==> config.mk <==
export PLATFORM = sky130hd
export DESIGN_NAME = serial_rx
export DESIGN_NICKNAME = d
export VERILOG_FILES = /design/src/rtl/serial_rx.sv
export SDC_FILE = /design/constraint.sdc
export NUM_CORES = 1
export LEC_CHECK = 0
export BUFFER_PORTS_ARGS = -buffer_cell sky130_fd_sc_hd__buf_2
export CORE_MARGIN = 10
export CORE_UTILIZATION = 40
export DETAILED_ROUTE_END_ITERATION = 16
export GPL_TIMING_DRIVEN = 0
export REMOVE_ABC_BUFFERS = 1
export SYNTH_ARGS = -nofsm -noshare
export SYNTH_HDL_FRONTEND = slang
export SYNTH_SLANG_ARGS = --single-unit
==> constraint.sdc <==
create_clock -name clk_i -period 5.8 [get_ports clk_i]
set_input_delay 0.29 -clock clk_i [delete_from_list [all_inputs] [get_ports clk_i]]
set_output_delay 0.29 -clock clk_i [all_outputs]
set_load 0.01 [all_outputs]
==> src/rtl/serial_rx.sv <==
// Receive side of the board-to-board serial link: oversamples RX_CLK/RX_DIN in the
// clk_i domain, deserialises MSB-group first and buffers words on a valid/ready stream.
module serial_rx #(
    parameter int unsigned DATA_WIDTH   = 32,
    parameter int unsigned SERIAL_MODE  = 2,
    parameter int unsigned IDLE_TIMEOUT = 16,
    parameter int unsigned OUT_DEPTH    = 4
) (
    input  logic                   clk_i,
    input  logic                   rst_n_i,
    input  logic                   RX_CLK,
    input  logic [SERIAL_MODE-1:0] RX_DIN,
    output logic                   rx_valid_o,
    input  logic                   rx_ready_i,
    output logic [DATA_WIDTH-1:0]  rx_data_o,
    output logic                   rx_overflow_o,
    output logic                   rx_frame_err_o
);

    localparam int unsigned SERIAL_NUM = DATA_WIDTH / SERIAL_MODE;
    localparam int unsigned CNT_W      = $clog2(SERIAL_NUM);
    localparam int unsigned SH_W       = DATA_WIDTH - SERIAL_MODE;
    localparam int unsigned IDLE_W     = $clog2(IDLE_TIMEOUT + 1);
    localparam int unsigned PTR_W      = $clog2(OUT_DEPTH);
    localparam int unsigned OCC_W      = PTR_W + 1;

    typedef enum logic [1:0] {
        ST_IDLE  = 2'd0,
        ST_SHIFT = 2'd1
    } state_t;

    // Input synchronisers; clk_s3 also follows clk_s2 through reset so release never fakes an edge
    logic                   clk_s1, clk_s2, clk_s3;
    logic [SERIAL_MODE-1:0] din_s1, din_s2;

    always_ff @(posedge clk_i) begin
        clk_s1 <= RX_CLK;
        clk_s2 <= clk_s1;
        clk_s3 <= clk_s2;
        din_s1 <= RX_DIN;
        din_s2 <= din_s1;
    end

    logic rise_c;
    assign rise_c = clk_s2 & ~clk_s3;

    state_t                state_q, state_d;
    logic [CNT_W-1:0]      bit_cnt_q, bit_cnt_d;
    logic [SH_W-1:0]       sh_q, sh_d;
    logic [IDLE_W-1:0]     idle_q, idle_d;
    logic                  push_q, push_d;
    logic [DATA_WIDTH-1:0] word_q, word_d;
    logic                  frame_err_d;
    logic [DATA_WIDTH-1:0] word_c;

    // Only the groups that still have to move up are kept; the top group leaves with the word
    assign word_c = {sh_q, din_s2};

    always_ff @(posedge clk_i) begin
        if (!rst_n_i) begin
            state_q        <= ST_IDLE;
            bit_cnt_q      <= '0;
            sh_q           <= '0;
            idle_q         <= '0;
            push_q         <= 1'b0;
            word_q         <= '0;
            rx_frame_err_o <= 1'b0;
        end else begin
            state_q        <= state_d;
            bit_cnt_q      <= bit_cnt_d;
            sh_q           <= sh_d;
            idle_q         <= idle_d;
            push_q         <= push_d;
            word_q         <= word_d;
            rx_frame_err_o <= frame_err_d;
        end
    end

    // Deserialiser and idle-timeout control
    always_comb begin
        state_d     = state_q;
        bit_cnt_d   = bit_cnt_q;
        sh_d        = sh_q;
        idle_d      = idle_q;
        push_d      = 1'b0;
        word_d      = word_q;
        frame_err_d = 1'b0;
        if (rise_c) begin
            idle_d = '0;
            sh_d   = word_c[SH_W-1:0];
            if (bit_cnt_q == CNT_W'(SERIAL_NUM - 1)) begin
                push_d    = 1'b1;
                word_d    = word_c;
                bit_cnt_d = '0;
                state_d   = ST_IDLE;
            end else begin
                bit_cnt_d = bit_cnt_q + CNT_W'(1);
                state_d   = ST_SHIFT;
            end
        end else if (idle_q < IDLE_W'(IDLE_TIMEOUT)) begin
            idle_d = idle_q + IDLE_W'(1);
            // Saturation makes this fire once per idle period
            if ((idle_q == IDLE_W'(IDLE_TIMEOUT - 1)) && (bit_cnt_q != '0)) begin
                bit_cnt_d   = '0;
                state_d     = ST_IDLE;
                frame_err_d = 1'b1;
            end
        end
    end

    // Output FIFO, first-word-fall-through with a registered head
    logic [DATA_WIDTH-1:0] mem [OUT_DEPTH];
    logic [PTR_W-1:0]      rd_q, wr_q, rd_d, wr_d;
    logic [OCC_W-1:0]      cnt_q, cnt_d;
    logic [DATA_WIDTH-1:0] head_d;
    logic                  pop_c, wr_en_c, ovf_set_c, full_c;

    always_comb begin
        full_c    = (cnt_q == OCC_W'(OUT_DEPTH));
        pop_c     = rx_valid_o & rx_ready_i;
        wr_en_c   = push_q & (~full_c | pop_c);
        ovf_set_c = push_q & full_c & ~pop_c;
        rd_d      = rd_q + PTR_W'(pop_c);
        wr_d      = wr_q + PTR_W'(wr_en_c);
        cnt_d     = cnt_q + OCC_W'(wr_en_c) - OCC_W'(pop_c);
        head_d    = rx_data_o;
        if (pop_c) begin
            if (wr_en_c && (rd_d == wr_q)) begin
                head_d = word_q;
            end else begin
                head_d = mem[rd_d];
            end
        end else if ((cnt_q == '0) && wr_en_c) begin
            head_d = word_q;
        end
    end

    always_ff @(posedge clk_i) begin
        if (wr_en_c) begin
            mem[wr_q] <= word_q;
        end
    end

    always_ff @(posedge clk_i) begin
        if (!rst_n_i) begin
            rd_q          <= '0;
            wr_q          <= '0;
            cnt_q         <= '0;
            rx_valid_o    <= 1'b0;
            rx_data_o     <= '0;
            rx_overflow_o <= 1'b0;
        end else begin
            rd_q          <= rd_d;
            wr_q          <= wr_d;
            cnt_q         <= cnt_d;
            rx_valid_o    <= (cnt_d != '0);
            rx_data_o     <= head_d;
            rx_overflow_o <= rx_overflow_o | ovf_set_c;
        end
    end

endmodule
==> summary.md <==
| Metric | Value |
|---|---|
| Status | complete, no violations |
| Place WS | around 2.9 ns |
| Normalized max-slew margin | 0.163 |
| FF+latch count, synth | 249 |
| Port bufs | 40 |
| H-tree levels | 1 |
| Root Driver | clkbuf_16 |
| Synthesized instance count | 695 |
| DR pass1 iterations | 5 |
| Worst vdd ir | roughly 0.18 mV |
| EDFF count, synth | 128 |
| Area grow syn2layout | 17.0% |
| Dpl cell area | 0.0104 mm2 |
| Die Wd | 175 um |
| ANT nets after route | 0 |
| Worst Setup SP | rx_valid_o |
| Met3 Use GR | 0.0207 |
| Top FF cell, synth | edfxtp_1 |
| Most common cell in the netlist | nand2_1 |
| Worst hold path class | in2reg |
| Leakage | 4.09 nW |
| Fmax | 0.361 GHz |
| Clk buf depth | 3 |
| Post-Route WL | roughly 20 mm |
| Min Hold Slack | approximately 0.27 ns |
| CP required | 6.25 ns |
| GRT Max-Usage Layer | met2 |
| CTS resizes | 0 |
| Core box area | 0.0235 mm2 |
| R2R cell count | 7 |
| Share of the synthesized area in the top cell type | 0.402 |
| Final Skew | 0.0112 ns |
| Layout cells sized above 1 | 0.186 |
| Reg area | 0.00627 mm2 |
| Maxcap violations | 0 |
| Synthesis Warnings | 0 |
| Row count | 56 |
| Sequential share of power | 0.473 |
| DRC viols | 0 |
| Initial drt markers | 346 |
| Drt wl/cell | 18.3 um |
| Crit path capture type | register |
| Fill cells | 2,059 |
| Final Worst Setup Slack | 3.03 ns |
| Setup-failing EPs final | 0 |
| Worst EP arrival | 3.22 ns |
| Final Max Slew Viols | 0 |
| Final nets | roughly 760 |
| P_sw | 0.943 mW |
| Final worst path period share | 0.478 |
| RSZ-0062 raised after global routing | false |
| Via count | 5,557 |
| Clock power frac | 0.387 |
| FF-to-FF Start | rx_valid_o |
| Finished Cell Area | 0.0112 mm2 |
| Worst Setup EP | rx_data_o[22] |
| DPL Wire Length | 12.4 mm |
| DIE AREA | ~0.031 mm2 |
| Logic pwr share | 0.140 |
| Slew at the pin with the worst max-slew slack | around 1.3 ns |
| Hold Vio Cnt, Final | 0 |
| Clk_lat worst skew | 0.51 ns |
| GR Util met2 | 0.222 |
| Synth cell count leaders | nand2_1, edfxtp_1, dfxtp_1 |
| Seq/Total Area, Yosys | 0.655 |
| Die Height | 175 um |
| Startpoint type of the worst setup path | register |
| Area contributors post-synth | edfxtp_1, dfxtp_1, mux4_2, a21boi_0, nand2_1 |
| Setup_tns | 0 ns |
| GRT Total Usage | 0.128 |
| Initial Util | 0.407 |
| Reg-to-Reg End | rx_data_o[22] |
| First-pass GRT wire length | 31.9 mm |
| Synth unique cells | 41 |
| CTS tree | done |
| Boundary Pins | 41 |
| Vias in the first global route | roughly 5,800 |
| Mapped Avg Cell Area | 13.8 um2 |
| Internal power | 3.14 mW |
| Sw Ratio | 0.231 |
| Antenna diode count | 0 |
| Routed vias/inst | 5.15 |
| Final min period | between 2 and 3 ns |
| Synth area leader | edfxtp_1 |
| Asr flop ratio synth | 0 |
| Footprint of the multi-input gates | 0.00317 mm2 |
| CP max FO | 34 |
| Mapped Area | roughly 0.0096 mm2 |
| Clk pin slew, worst setup/hold paths | 0.06 ns |
| Flop-to-flop setup slack | 3.03 ns |
| Pwr/cell area | 365 mW/mm2 |
| Cts bufs inserted | 25 |
| WS Path Type | reg2reg |
| Global route overflow | 0 |
| Post-layout util | 0.476 |
| M1 GR Usage | 0.162 |
| Largest net degree at the start of global routing | 81 |
| CTS sink cnt | around 250 |
| Initial antenna violation count | 0 |
| Placer congestion estimate | 0.707 |
## final cells by class
cell class	count	area share
clock inverters	11	0.0117
inverters	10	0.00335
multi-input cells	393	0.283
clock buffers	34	0.0607
well taps	319	0.0356
flip-flops and latches	249	0.559
repair buffers	62	0.0462
## worst max-delay path, cell delays in order, from the launching register on
cell       delay, ns
dfxtp_1         0.33
and2_1          0.22
ha_4            0.77
xnor2_1         0.25
a31oi_4         0.63
buf_16          0.24
o2bb2ai_1       0.14
a21o_1          0.10
## power groups by stage
stage | Sequential, mW | Combinational (mW) | Clock [mW]
CTS | 1.93 | 0.589 | 1.63
finish | 1.93 | 0.572 | 1.58
global placement | 1.96 | 0.558 | 0
floorplan | 1.98 | 0.386 | 0
global route | 1.94 | 0.633 | 1.70
detailed placement | 1.97 | 0.585 | 0
## layout by cell type (no fill, tap or decap), drive strengths merged, types with 31 or more instances in the layout
cell type and instances:
clkbuf 34, mux4 32, buf 59, edfxtp 128, mux2i 32, nand2 129
o2bb2ai 31, dfxtp 121, a21o 32, a21boi 65
## worst min-delay path by stage
stage	start	endpoint	slack, ns	cells past startpoint
6_report	rx_ready_i	rx_overflow_o	0.27	4
5_1_grt	rx_ready_i	rx_overflow_o	0.28	4
4_1_cts	rx_ready_i	rx_overflow_o	0.25	4
3_5_place_dp	clk_s1	clk_s2	0.32	0
3_3_place_gp	clk_s1	clk_s2	0.31	0
2_1_floorplan	clk_s1	clk_s2	0.31	0
## registers in the layout (all words and copies together), names as in the netlist, 3 cells and up
signal / cells
mem: 128
rx_data_o: 32
word_q: 32
sh_q: 30
idle_q: 5
bit_cnt_q: 4
cnt_q: 3
## metal layers
metal  vias up  part of all wire
met1      2795              0.44
met2        94              0.50
met3        30             0.036
li1       2638                 -
met5         -                 0
met4         0             0.020
## per-stage QoR
step | std cells | total power, mW
floorplan | 652 | 2.37
global placement | 1011 | 2.52
detailed placement | 1030 | 2.56
CTS | 1078 | 4.15
global route | 1078 | 4.27
finish | 1078 | 4.09
## what timing repair did
action / CTS / global route
hold buffers: 3 / 0
endpoints found under the hold margin: 3 / 0
buffers inserted: 0 / 0
## logic make-up after synthesis
group	share of synthesized area
compound gates	0.114
xor+xnor	0.00967
fa+ha+maj	0.0126
buf+inv	0.0241
flops	0.655
mux	0.109
simple gates	0.0765
No activity file was read; power rests on OpenSTA's default activity.
